==> src/rtl/mem_arbiter.sv <==
// Two-requester arbiter sharing one slow memory between I-side and D-side line requests.
// D-side has priority; a starvation counter forces an I grant after STARVE_MAX back-to-back D wins.
module mem_arbiter #(
  parameter int unsigned STARVE_MAX = 4
) (
  input  logic         clk,
  input  logic         rst_n,
  input  logic         i_read,
  input  logic         i_write,
  input  logic [27:0]  i_addr,
  input  logic [127:0] i_wdata,
  output logic [127:0] i_rdata,
  output logic         i_ready,
  input  logic         d_read,
  input  logic         d_write,
  input  logic [27:0]  d_addr,
  input  logic [127:0] d_wdata,
  output logic [127:0] d_rdata,
  output logic         d_ready,
  output logic         mem_read,
  output logic         mem_write,
  output logic [27:0]  mem_addr,
  output logic [127:0] mem_wdata,
  input  logic [127:0] mem_rdata,
  input  logic         mem_ready,
  output logic         busy,
  output logic         owner
);

  typedef enum logic [1:0] {
    IDLE    = 2'd0,
    BUSY_I  = 2'd1,
    BUSY_D  = 2'd2,
    RELEASE = 2'd3
  } state_t;

  state_t       r_state;
  state_t       w_next;
  logic [27:0]  r_addr;
  logic [127:0] r_wdata;
  logic         r_write;
  logic         r_owner;
  logic [3:0]   r_starve_cnt;

  logic w_i_pend;
  logic w_d_pend;
  logic w_starved;
  logic w_grant_i;
  logic w_grant_d;
  logic w_in_busy;

  always_comb begin
    w_i_pend  = i_read | i_write;
    w_d_pend  = d_read | d_write;
    w_starved = (r_starve_cnt == 4'(STARVE_MAX));
    w_grant_d = (r_state == IDLE) & w_d_pend & ~(w_i_pend & w_starved);
    w_grant_i = (r_state == IDLE) & w_i_pend & ~w_grant_d;
  end

  always_comb begin
    w_next = r_state;
    unique case (r_state)
      IDLE: begin
        if (w_grant_d)      w_next = BUSY_D;
        else if (w_grant_i) w_next = BUSY_I;
      end
      BUSY_I:  if (mem_ready) w_next = RELEASE;
      BUSY_D:  if (mem_ready) w_next = RELEASE;
      RELEASE: w_next = IDLE;
      default: w_next = IDLE;
    endcase
  end

  always_ff @(posedge clk or negedge rst_n) begin
    if (!rst_n) begin
      r_state <= IDLE;
    end else begin
      r_state <= w_next;
    end
  end

  // A simultaneous read+write from one requester is latched as a write.
  always_ff @(posedge clk or negedge rst_n) begin
    if (!rst_n) begin
      r_addr  <= '0;
      r_wdata <= '0;
      r_write <= 1'b0;
      r_owner <= 1'b0;
    end else if (w_grant_d) begin
      r_addr  <= d_addr;
      r_wdata <= d_wdata;
      r_write <= d_write;
      r_owner <= 1'b1;
    end else if (w_grant_i) begin
      r_addr  <= i_addr;
      r_wdata <= i_wdata;
      r_write <= i_write;
      r_owner <= 1'b0;
    end
  end

  always_ff @(posedge clk or negedge rst_n) begin
    if (!rst_n) begin
      r_starve_cnt <= '0;
    end else if (w_grant_i) begin
      r_starve_cnt <= '0;
    end else if (w_grant_d && w_i_pend && !w_starved) begin
      r_starve_cnt <= r_starve_cnt + 4'd1;
    end
  end

  always_comb begin
    w_in_busy = (r_state == BUSY_I) | (r_state == BUSY_D);
    mem_read  = w_in_busy & ~r_write;
    mem_write = w_in_busy & r_write;
    mem_addr  = r_addr;
    mem_wdata = r_wdata;
    busy      = (r_state != IDLE);
    owner     = r_owner;
    i_ready   = mem_ready & (r_state == BUSY_I);
    d_ready   = mem_ready & (r_state == BUSY_D);
    i_rdata   = mem_rdata;
    d_rdata   = mem_rdata;
  end

endmodule

==> config.mk <==
export PLATFORM = sky130hd
export DESIGN_NAME = mem_arbiter
export DESIGN_NICKNAME = d
export VERILOG_FILES = /design/src/rtl/mem_arbiter.sv
export SDC_FILE = /design/constraint.sdc
export NUM_CORES = 1
export LEC_CHECK = 0
export ABC_AREA = 1
export BUFFER_PORTS_ARGS = -buffer_cell sky130_fd_sc_hd__buf_4
export CAP_MARGIN = 20
export CORE_AREA = 2 2 337 339
export DETAILED_ROUTE_END_ITERATION = 10
export DIE_AREA = 0 0 339 341
export GPL_TIMING_DRIVEN = 1
export MAX_ROUTING_LAYER = met4
export PLACE_DENSITY = 0.3
export SETUP_SLACK_MARGIN = 0.1
export SYNTH_ARGS = -nofsm -noshare
export SYNTH_HDL_FRONTEND = slang
export SYNTH_SLANG_ARGS = --single-unit
==> constraint.sdc <==
create_clock -name clk -period 1.5 [get_ports clk]
set_input_delay 0.15 -clock clk [delete_from_list [all_inputs] [get_ports clk]]
set_output_delay 0.15 -clock clk [all_outputs]
set_load 0.01 [all_outputs]
Word-level counts from Yosys, hierarchy flattened
Index checks and enable logic that the tools add are counted.
{"block": "totals", "reg_bits": 164, "latch_bits": 0, "ramBits": 0, "mem_bits_ro": 0, "mem_count": 0}
{"block": "op_classes", "n_addsub": 1, "n_mul": 0, "div_mod_pow": 0, "n_lt_le_gt_ge": 0, "n_eq_ne": 6, "shifts": 0, "mux": 14, "n_bitwise": 15, "n_reduce_logical": 9}
{"operator": "two-way mux 128 bit", "n": 2}
{"operator": "two-way mux 28 bit", "n": 2}
{"operator": "AND 1 bit", "n": 9}
{"operator": "two-way mux 4 bit", "n": 2}
{"operator": "two-way mux 2 bit", "n": 3}
{"operator": "case mux 2 bit (3 select lines)", "n": 1}
{"operator": "nonzero test 2 bit", "n": 3}
{"operator": "adder 4 x 1 -> 4 bit, second input constant", "n": 1}
{"operator": "== test 2 bit, second input constant", "n": 2}
{"operator": "== test 4 x 3 -> 1 bit, second input constant", "n": 1}
{"operator": "two-way mux 1 bit", "n": 4}
{"operator": "inequality test 3 bit, second input constant", "n": 1}
{"operator": "inverter 1 bit", "n": 3}
{"operator": "bitwise OR 1 bit", "n": 3}
{"operator": "== test 2 x 1 -> 1 bit, second input constant", "n": 1}
{"operator": "logical AND 1 bit", "n": 2}
{"operator": "logical NOT 2 bit", "n": 1}
{"operator": "inequality test 2 x 1 -> 1 bit, second input constant", "n": 1}
{"operator": "AND reduction 2 bit", "n": 1}
{"operator": "OR reduction 2 bit", "n": 1}
{"operator": "logical NOT 1 bit", "n": 1}

Depth between registers and ports, before layout
Gate-level depths: netlist (run 1).
{"block": "logic_depth", "ltp_word": 9, "mapped_depth": 10, "depth_no_buf": 9}

Worst setup path before layout (run 1)
OpenSTA, ideal clock, no wires.
{"block": "synth_path", "path_type": "flip-flop to flip-flop", "from": "register r_state[0]", "to": "register r_wdata[13], in the netlist mem_wdata[13]", "setup_time_ns": 0.125, "arrival_time_ns": 1.453, "required_time_ns": 1.375, "slack_ns": -0.078, "stages_incl_launch_ff": 10, "n_path_buf": 2, "period_less_slack_ns": 1.578, "cell_sequence": "dfrtp_1 inv_1 ha_1 inv_2 nor2_8 nand2_4 buf_6 buf_2 nand3_1 nand3_1"}
{"block": "synth_via", "elab_chain_len": 6, "word_cells_on_any_way": 8, "classes_between": "1 x mux; 5 x bitwise; 2 x reduce/logical"}
{"element": "from (decl)", "line_no": "37", "text": "state_t r_state;"}
{"element": "from (signal assigned)", "line_no": "78", "text": "r_state <= w_next;"}
{"element": "logical NOT 2 bit (*)", "line_no": "56, 57"}
{"element": "AND 1 bit (2 in a row)", "line_no": "56", "text": "w_grant_d = (r_state == IDLE) & w_d_pend & ~(w_i_pend & w_starved);"}
{"element": "inverter 1 bit", "line_no": "57", "text": "w_grant_i = (r_state == IDLE) & w_i_pend & ~w_grant_d;"}
{"element": "AND 1 bit", "line_no": "57"}
{"element": "nonzero test 2 bit (no source line)"}
{"element": "to (signal assigned)", "line_no": "91", "text": "r_wdata <= d_wdata;"}
{"element": "to (signal assigned)", "line_no": "96", "text": "r_wdata <= i_wdata;"}
{"element": "to (decl)", "line_no": "40", "text": "logic [127:0] r_wdata;"}
Every way passes the cells marked *; elsewhere a longest branch is shown, timed or not.
A chain may end at the register's enable or synchronous reset.

Worst setup path in the final report (run 1)
{"block": "layout_path", "from": "register r_state[1]", "to": "register r_wdata[88], in the netlist mem_wdata[88]"}
Same word-level chain as after synthesis.

==> flow_summary.yaml, run 1 <==
run:
  drv_cap: 0
logic_synthesis:
  synthCells: 1213
  synth-edff-count: 0
  yosysSeqAreaShare: 0.4110
  synth_ff_type: "dfrtp_1"
  synth_cell_type_count: 22
  synth_common_cells: "nand3_1 (632), buf_4 (260), dfrtp_1 (164)"
  syn_area_um2: 9986
  synthesis.nets: 1666
  yosys_warnings: 0
  synth.largest_area_cell: "dfrtp_1"
  synth_top_area_frac: 0.4110
  yosysMostFrequentCell: "nand3_1"
  postSynthAreaPerCell_um2: 8.232
  synth_area_leaders: "dfrtp_1 (41%), nand3_1 (32%), buf_4 (20%)"
  synthArstFlopShare: 1.000
  ys_ff_latch: 164
worst_setup_path:
  cp_slowest_cell: "dfrtp_1"
  max_stage_delay_ns: 0.37
  critical_path.top_delay_family: "buffers and inverters"
  cp_cell_sequence: "inv_2 -> buf_12 -> ha_4 -> o21ai_4 -> nand2_8 -> buf_12 -> buf_12 -> clkbuf_16 -> nand3_1 -> nand3_1"
  required_ns: 1.88
  startpoint_type: "flop"
  cp_max_fo: 6
  critical_path_buf_inv_count: 5
  rrSetupSlack_ns: -0.31
  critPathCaptureType: "flop"
  crit_top_cell: "buf_12"
  worstSetupPathType: "reg2reg"
  arrival_ns: 2.20
timing:
  timing.setup.tns_ns: -44.31
  period_minus_slack_ns: 1.811
  max_slew_margin: 0.6331
  worstMarginPinSlew_ns: 0.5503
  layout_setup_ws_ns: -0.3111
  grt_setup_unrepaired: "true"
  hold_viol: 0
  fmax_mhz: 552.1
  timing.final.crit_share: 1.207
  finalSetupViolations: 169
  drv_slew: 0
  finClkSkew_ns: 0.01484
grt:
  antenna_found_initial: 1
  gr-total-overflow: 0
  first_global_vias: 12529
  grt_max_degree: 46
  grtUsageTotal: 0.1114
  grt_pass1_wl_um: 90200
die:
  die_area_um2: 115600
  die_w_um: 339
  start_util: 0.08925
  ios: 865
  row_count: 123
  die-height_um: 341
  coreArea_um2: 111900
placed_design:
  placed_area_um2: 14300
  numPortBuffers: 480
  preCtsSetupSlack_ns: -0.2687
  place_congestion: 0.7701
  dp_hpwl_um: 43370
routing:
  drc: 0
  routed_via_density: 3.460
  drtAntennaViolNets: 0
  vias: 11591
  drtPass1Iterations: 4
  drt_wl_total_um: 66910
  routedWlPerCell_um: 19.97
  drt_iter0_drc: 456
cts:
  clock_sinks: 164
  insertion_delay_ns: 0.50
  cts_buffer_depth: 2
  h-tree-depth: 4
  clkTransAtPathRegs_ns: 0.08
  numCtsBuffers: 17
  cts_tree: "built"
  root_buffer: "clkbuf_16"
pwr:
  p_switching_w: 0.01798
  pwr-share-comb: 0.682
  ir_drop_mv: 0.7857
  p_per_area_nw_per_um2: 1934
  clkPwrFrac: 0.113
  p_int_w: 0.02274
  power_leakage_nw: 9.413
  switching_share: 0.4415
  share_seq_of_total_power: 0.206
final_layout:
  stdcell_area_um2: 21050
  drive_gt1_frac: 0.5068
  fillerInstances: 12422
  nNetsFinal: 2289
  syn_to_final_growth_pct: 110.8
run_status:
  violations: "negative setup slack"
  outcome: "finished with violations"
worst_hold_path:
  hold_path_class: "in2reg"
[area by class of cell]
class	count	area (um^2)	share of cell area
Sequential cell	164	4104	0.1949
Timing Repair Buffer	961	9482	0.4504
Tap cell	1500	1877	0.08915
Inverter	11	48.80	0.002318
Clock inverter	13	98.84	0.004695
Antenna cell	1	2.502	0.0001189
Clock buffer	19	442.9	0.02104
Multi-Input combinational cell	681	4997	0.2374
[cell families after synthesis]
family / share of synthesized area
AND/OR/NAND/NOR: 0.3358
buffers and inverters: 0.2425
flip-flops: 0.4110
adder cells (fa/ha/maj): 0.007518
AO/OA/AOI/OAI: 0.002380
XOR/XNOR: 0.0008772
[routing by layer]
metal	global-route usage	vias up	wire length, um
met5	-	-	0
met2	0.1737	528	31680
met3	0.03849	163	5491
met1	0.1297	5667	27310
met4	0.04778	0	2430
li1	-	5233	-
[worst reg2reg max path: stages, from the launching register on]
cell and delay [ns]:
dfrtp_1 0.37, inv_2 0.06, buf_12 0.12, ha_4 0.19, o21ai_4 0.14, nand2_8 0.15
buf_12 0.19, buf_12 0.15, clkbuf_16 0.19, nand3_1 0.08, nand3_1 0.07
[worst paths after layout]
kind | startpoint | endpoint | cells after the start
min in group asynchronous | rst_n | mem_addr[3] | 2
setup reg to reg | r_state[1] | mem_wdata[88] | 10
max in group asynchronous | rst_n | mem_wdata[34] | 3
hold / removal | i_wdata[115] | mem_wdata[115] | 4
setup / recovery | r_state[1] | mem_wdata[88] | 10
hold reg to reg | owner | owner | 2
[repair_timing]
item | 4_1_cts | 5_1_grt
pin swaps | 7 | 46
endpoints found under the setup margin | 169 | 169
setup buffers | 23 | 11
cloned | 25 | 11
hold buffers | 313 | 0
gates resized for setup | 148 | 229
hold endpoints to repair | 195 | 0
[flip-flops by register name, summed over array words and instances, names as in the netlist]
name          flops
mem_addr         28
r_starve_cnt      4
r_write           1
mem_wdata       128
r_state           2
owner             1
[metrics by stage]
step	instances	hold slack [ns]	total power, W	util
5_1_grt	3350	0.05802	0.04353	0.1882
3_3_place_gp	2937	0.1835	0.02747	0.1278
6_report	3350	0.08187	0.04072	0.1882
2_1_floorplan	1213	-0.1456	0.01730	-
4_1_cts	3330	0.006070	0.03793	0.1753
3_5_place_dp	2937	0.1840	0.02737	0.1278
[cell usage in the layout, fill, tap and decap left out, types with 2 or more instances in the layout]
master,netlist,final
nand2_2,2,3
buf_12,0,41
clkinv_2,0,4
inv_6,0,5
buf_4,260,532
inv_2,1,5
inv_1,10,3
clkbuf_16,0,25
nor2_4,0,2
ha_1,6,3
buf_6,1,25
dfrtp_1,164,164
nand4_1,3,3
nand3_4,0,33
buf_8,0,10
nand2_8,0,5
nor2_1,7,6
buf_16,0,24
inv_4,0,3
o21ai_1,0,2
ha_4,0,2
bufbuf_16,0,7
dlygate4sd3_1,0,313
clkinvlp_4,0,2
clkbuf_8,0,2
nand3_2,0,199
nand2_1,19,15
nand3_1,632,400
[power groups by stage]
stage / combinational (W) / clock, W / sequential [W]
6_report: 0.0278 / 0.00458 / 0.00837
5_1_grt: 0.0299 / 0.00500 / 0.00864
4_1_cts: 0.0247 / 0.00488 / 0.00838
3_5_place_dp: 0.0190 / 0 / 0.00836
3_3_place_gp: 0.0190 / 0 / 0.00842
2_1_floorplan: 0.00826 / 0 / 0.00904
Power figures use the tool's default switching activity.
==> run 2: changes to the inputs <==
--- a/config.mk
+++ b/config.mk
@@ -5,12 +5,11 @@
 export SDC_FILE = /design/constraint.sdc
 export NUM_CORES = 1
 export LEC_CHECK = 0
-export ABC_AREA = 1
 export BUFFER_PORTS_ARGS = -buffer_cell sky130_fd_sc_hd__buf_4
 export CAP_MARGIN = 20
-export CORE_AREA = 2 2 337 339
+export CORE_AREA = 2 2 335 337
 export DETAILED_ROUTE_END_ITERATION = 10
-export DIE_AREA = 0 0 339 341
+export DIE_AREA = 0 0 337 339
 export GPL_TIMING_DRIVEN = 1
 export MAX_ROUTING_LAYER = met4
 export PLACE_DENSITY = 0.3
@@ -18,3 +17,4 @@
 export SYNTH_ARGS = -nofsm -noshare
 export SYNTH_HDL_FRONTEND = slang
 export SYNTH_SLANG_ARGS = --single-unit
+export TNS_END_PERCENT = 10
==> constraint.sdc (replaced) <==
create_clock -name clk -period 1.5 [get_ports clk]
set_input_delay 0.3 -clock clk [delete_from_list [all_inputs] [get_ports clk]]
set_output_delay 0.3 -clock clk [all_outputs]
set_load 0.01 [all_outputs]
==> run 2 against run 1 <==
Die area down 1.2%. Fmax fell by 0.39%. Hold slack lost 0.041 ns. Flip-flop and latch count stayed put. Worst setup slack got worse by 0.0071 ns. The run still ends with negative setup slack left. Via count down 23%. Critical endpoint is now mem_wdata[11]. Critical path type unchanged.
==> flow_summary.yaml, run 2 <==
run_status:
  outcome: "finished with violations"
  violations: "negative setup slack"
cts:
  cts_tree: "built"
  numCtsBuffers: 17
  clock_sinks: 164
  insertion_delay_ns: 0.50
  clkTransAtPathRegs_ns: 0.08
  h-tree-depth: 4
  cts_buffer_depth: 2
  root_buffer: "clkbuf_16"
worst_setup_path:
  cp_max_fo: 23
  cp_slowest_cell: "dfrtp_1"
  rr_startpoint: "r_starve_cnt[1]"
  worstSetupStartpoint: "r_starve_cnt[1]"
  critical_path_buf_inv_count: 4
  reg2reg_to: "mem_wdata[11]"
  arrival_ns: 2.21
  cp_cell_sequence: "inv_2 -> ha_4 -> and3b_2 -> a21oi_4 -> buf_12 -> buf_12 -> buf_12 -> a22oi_1 -> nand2_1"
  max_stage_delay_ns: 0.39
  cp_num_cells: 9
  critical_path.top_delay_family: "buffers and inverters"
  crit_top_cell: "buf_12"
  critPathCaptureType: "flop"
  worstSetupPathType: "reg2reg"
  required_ns: 1.89
  rrSetupSlack_ns: -0.32
  rr_worst_depth: 9
  startpoint_type: "flop"
  endpoint: "mem_wdata[11]"
timing:
  worstMarginPinSlew_ns: 0.6396
  hold_viol: 0
  layout_setup_ws_ns: -0.3182
  timing.final.crit_share: 1.212
  fmax_mhz: 550.0
  grt_setup_unrepaired: "true"
  period_minus_slack_ns: 1.818
  drv_slew: 0
  max_slew_margin: 0.5736
  finClkSkew_ns: 0.01256
  finalSetupViolations: 167
routing:
  routedWlPerCell_um: 14.64
  drtAntennaViolNets: 0
  drc: 0
  drt_iter0_drc: 222
  routed_via_density: 2.911
  vias: 8973
  drtPass1Iterations: 4
  drt_wl_total_um: 45130
pwr:
  power_leakage_nw: 8.301
  switching_share: 0.3890
  clkPwrFrac: 0.151
  p_switching_w: 0.01202
  p_per_area_nw_per_um2: 1662
  share_seq_of_total_power: 0.267
  p_int_w: 0.01888
  ir_drop_mv: 1.062
  pwr-share-comb: 0.582
final_layout:
  drive_gt1_frac: 0.4903
  nNetsFinal: 2033
  layout_common_cells: "buf_4 (383), nand2_1 (313), dlygate4sd3_1 (284), dfrtp_1 (164), buf_6 (160)"
  stdcell_area_um2: 18600
  largest_reg_flops: 128
  multi_input_area_um2: 3460
  fillerInstances: 12305
  register_area_um2: 4104
  final_util: 0.1685
  final_common_cell: "buf_4"
  final_cells: 3082
  syn_to_final_growth_pct: 105.5
logic_synthesis:
  yosysMostFrequentCell: "nand2_1"
  syn_area_um2: 9051
  postSynthAreaPerCell_um2: 9.115
  synthCells: 993
  synthArstFlopShare: 1.000
  synth.largest_area_cell: "dfrtp_1"
  synth_area_leaders: "dfrtp_1 (45%), buf_4 (22%), nand2_1 (13%)"
  synth-edff-count: 0
  synth_cell_type_count: 30
  synth_common_cells: "nand2_1 (319), buf_4 (261), dfrtp_1 (164)"
  yosys_warnings: 0
  synthesis.nets: 1446
  synth_top_area_frac: 0.4534
  synth_ff_type: "dfrtp_1"
  ys_ff_latch: 164
  yosysSeqAreaShare: 0.4534
die:
  die_area_um2: 114200
  coreArea_um2: 110400
  row_count: 122
  ios: 865
  start_util: 0.08201
  die_w_um: 337
  die-height_um: 339
worst_hold_path:
  hold_path_class: "in2reg"
placed_design:
  placed_area_um2: 13100
  place_congestion: 0.7139
  numPortBuffers: 480
  dp_hpwl_um: 30980
  dp.cells: 2731
run:
  drv_cap: 0
grt:
  antenna_found_initial: 1
  grt_max_degree: 43
  grt_pass1_wl_um: 63000
  grtUsageTotal: 0.07841
  gr-total-overflow: 0
  first_global_vias: 9851
[run 2: cell types whose count changed after synthesis, sizes merged, moves of 4 or more]
cell / delta
clkbuf: -43
inv: -6
a22oi: +156
a21oi: +4
nand3: -631
nand2: +296
nor2: -10
buf: -7
[run 2: repair_timing]
action,in CTS,in global routing
pin swaps,37,107
hold buffers,284,0
endpoints found under the hold margin,177,0
setup endpoints to repair,304,209
buffers inserted,16,5
gates resized for setup,231,124
cloned,11,5
[run 2: routing by layer]
layer  global-route usage  part of all wire  vias to the layer above
li1                     -                 -                     4233
met1              0.08415              0.40                     4219
met2               0.1297              0.49                      387
met3              0.02757             0.073                      134
met4              0.03451             0.031                        0
met5                    -                 0                        -
[run 2: power groups by stage]
| stage | Combinational [W] | Sequential [W] | Clock, W |
|---|---|---|---|
| 5_1_grt | 0.0196 | 0.00853 | 0.00517 |
| 3_5_place_dp | 0.0135 | 0.00797 | 0 |
| 3_3_place_gp | 0.0134 | 0.00795 | 0 |
| 4_1_cts | 0.0174 | 0.00826 | 0.00505 |
| 6_report | 0.0180 | 0.00825 | 0.00468 |
| 2_1_floorplan | 0.00557 | 0.00876 | 0 |
[run 2: layout make-up]
| cell class | count | area share |
|---|---|---|
| clock inverter | 12 | 0.006525 |
| tap | 1488 | 0.1001 |
| clock buffer | 20 | 0.02455 |
| inverter | 5 | 0.001144 |
| timing repair buffer | 876 | 0.4609 |
| antenna | 1 | 0.0001345 |
| sequential | 164 | 0.2207 |
| multi-input combinational | 516 | 0.1860 |
[run 2: worst min path at each step]
stage,from,end,cells after the start
after floorplan,rst_n,mem_addr[0],0
after global placement,rst_n,mem_wdata[44],1
after detailed placement,rst_n,mem_wdata[44],1
after CTS,d_wdata[46],mem_wdata[46],3
after global routing,d_wdata[46],mem_wdata[46],3
final,i_wdata[3],mem_wdata[3],3
[run 2: worst register-to-register path: stages (launching register included)]
cell and delay (ns):
dfrtp_1 0.39, inv_2 0.08, ha_4 0.13, and3b_2 0.21, a21oi_4 0.07, buf_12 0.15
buf_12 0.15, buf_12 0.25, a22oi_1 0.23, nand2_1 0.07
[run 2: kinds of logic (layout without fill, tap and decap cells)]
logic type	count (synthesis)	count (layout)	share of synthesized area
flip-flops	164	164	0.4534
adder cells (fa/ha/maj)	6	6	0.008294
buffers and inverters	313	913	0.2503
AO/OA/AOI/OAI	175	175	0.1440
other	0	1	0
AND/OR/NAND/NOR	335	335	0.1439
[run 2: stage by stage]
stage	hold WS, ns	TNS [ns]	total power, W	worst slack, ns
after global routing	-0.003120	-49.65	0.03329	-0.3739
after floorplan	0.004409	-8.344	0.01433	-0.1042
after detailed placement	0.3271	-36.12	0.02145	-0.3072
final	0.04109	-36.43	0.03090	-0.3182
after global placement	0.3300	-34.77	0.02132	-0.3083
after CTS	0.001957	-41.50	0.03071	-0.3666
==> run 3: changes to the inputs <==
--- a/config.mk
+++ b/config.mk
@@ -13,6 +13,7 @@
 export GPL_TIMING_DRIVEN = 1
 export MAX_ROUTING_LAYER = met4
 export PLACE_DENSITY = 0.3
+export REMOVE_ABC_BUFFERS = 1
 export SETUP_SLACK_MARGIN = 0.1
 export SYNTH_ARGS = -nofsm -noshare
 export SYNTH_HDL_FRONTEND = slang
==> run 3 against run 2 <==
The run still ends with negative setup slack left. First-iteration DRC count increased to 3.5 times the previous value. Flip-flop and latch count unchanged. Critical path depth decreased by 5. Sequential power increased by 2%. Non-clock buffer count increased by 9. Count of clock-buffer cells in the layout decreased by 3. Clock power increased by 4.7%. Largest power group unchanged.
==> flow_summary.yaml, run 3 (synthesis results as in run 2) <==
placed_design:
  dp_hpwl_um: 78170
  preCtsSetupSlack_ns: -0.3859
  dp.cells: 2722
  placed_area_um2: 13040
  place_congestion: 0.8679
  numPortBuffers: 480
final_layout:
  final_cells: 3090
  final_util: 0.1703
  diodes: 0
  final_common_cell: "buf_4"
  layout_common_cells: "buf_4 (366), nand2_1 (318), dlygate4sd3_1 (292), buf_6 (171), dfrtp_1 (162)"
  syn_to_final_growth_pct: 107.7
  register_area_um2: 4106
  stdcell_area_um2: 18800
  nNetsFinal: 2042
  fillerInstances: 12331
  multi_input_area_um2: 3344
  largest_reg_flops: 128
  drive_gt1_frac: 0.4757
grt:
  grtUsageTotal: 0.1767
  first_global_vias: 10559
  gr-total-overflow: 0
  grt_max_degree: 40
  grt_pass1_wl_um: 123200
  antenna_found_initial: 1
worst_setup_path:
  critical_path.top_delay_family: "flip-flops"
  rr_worst_depth: 9
  critical_path_buf_inv_count: 2
  cp_max_fo: 3
  critPathCaptureType: "output pin"
  startpoint_type: "flop"
  required_ns: 1.20
  worstSetupPathType: "reg2out"
  cp_slowest_cell: "dfrtp_1"
  cp_cell_sequence: "inv_2 -> ha_4 -> nor2b_1 -> buf_4"
  cp_num_cells: 4
  max_stage_delay_ns: 0.38
  arrival_ns: 1.50
cts:
  root_buffer: "clkbuf_16"
  insertion_delay_ns: 0.51
  cts_buffer_depth: 2
  clkTransAtPathRegs_ns: 0.09
  numCtsBuffers: 17
  clock_sinks: 164
  h-tree-depth: 4
  cts_tree: "built"
timing:
  finalSetupViolations: 167
  worstMarginPinSlew_ns: 0.5454
  drv_slew: 0
  period_minus_slack_ns: 1.798
  layout_setup_ws_ns: -0.2978
  hold_viol: 0
  fmax_mhz: 556.3
  finClkSkew_ns: 0.01083
  grt_setup_unrepaired: "true"
  timing.final.crit_share: 1.199
  max_slew_margin: 0.6364
routing:
  drt_iter0_drc: 766
  routed_via_density: 3.369
  drtAntennaViolNets: 0
  routedWlPerCell_um: 33.02
  drt_wl_total_um: 102000
  drtPass1Iterations: 5
  vias: 10410
  drc: 0
die:
  coreArea_um2: 110400
  die_area_um2: 114200
  row_count: 122
  ios: 865
  die-height_um: 339
  start_util: 0.08201
  die_w_um: 337
run:
  drv_cap: 0
pwr:
  power_leakage_nw: 8.409
  finalPower_w: 0.03260
  p_per_area_nw_per_um2: 1734
  ir_drop_mv: 0.7592
run_status:
  outcome: "finished with violations"
  violations: "negative setup slack"
worst_hold_path:
  hold_path_class: "in2reg"
  hold_depth: 3
-- run 3: final timing paths --
path / startpoint / to / slack [ns]
max: r_state[1] / mem_read / -0.30
min: d_wdata[64] / mem_wdata[64] / 0.04
max reg2reg: r_starve_cnt[0] / mem_wdata[87] / -0.29
min reg2reg: mem_wdata[58] / mem_wdata[58] / 0.49
max in group asynchronous: rst_n / mem_addr[9] / 0.58
min in group asynchronous: rst_n / mem_wdata[47] / 0.33
-- run 3: what timing repair did --
item                                    4_1_cts  5_1_grt
pin swaps                                   104      110
gates cloned                                 15       11
buffers inserted                             17        1
resized for setup                           283       62
hold endpoints to repair                    174        1
endpoints found under the setup margin      325      278
hold buffers                                291        1
-- run 3: metal layers --
layer | wire length (um) | track usage
met3 | 25030 | 0.2055
met1 | 35330 | 0.1657
met5 | 0 | -
met2 | 40360 | 0.2349
met4 | 1325 | 0.03246
-- run 3: stage by stage --
step	hold WS, ns	setup TNS, ns
after detailed placement	0.3293	-43.99
after CTS	0.0006008	-38.15
after floorplan	0.004409	-519.90
final	0.04397	-37.81
after global routing	0.005878	-53.30
after global placement	0.3318	-42.08
-- run 3: worst reg2reg max path: stages, from the launching register on --
cell     delay, ns
dfrtp_1       0.38
inv_1         0.07
ha_2          0.17
and3b_2       0.21
a21oi_4       0.08
buf_12        0.16
buf_8         0.14
a22oi_2       0.26
buf_4         0.17
nand2_1       0.04
-- run 3: power breakdown --
group | leakage, nW | switching [W] | total [W] | internal (W)
combinational | 6.10 | 0.00927 | 0.0193 | 0.0101
clock | 0.295 | 0.00240 | 0.00490 | 0.00250
sequential | 2.02 | 0.00173 | 0.00838 | 0.00665
-- run 3: final cells by class --
class / count / share of cell area
flip-flops and latches: 164 / 0.2184
multi-input cells: 516 / 0.1779
inverters: 5 / 0.001131
clock inverters: 15 / 0.009118
repair buffers: 885 / 0.4717
well taps: 1488 / 0.09904
clock buffers: 17 / 0.02263
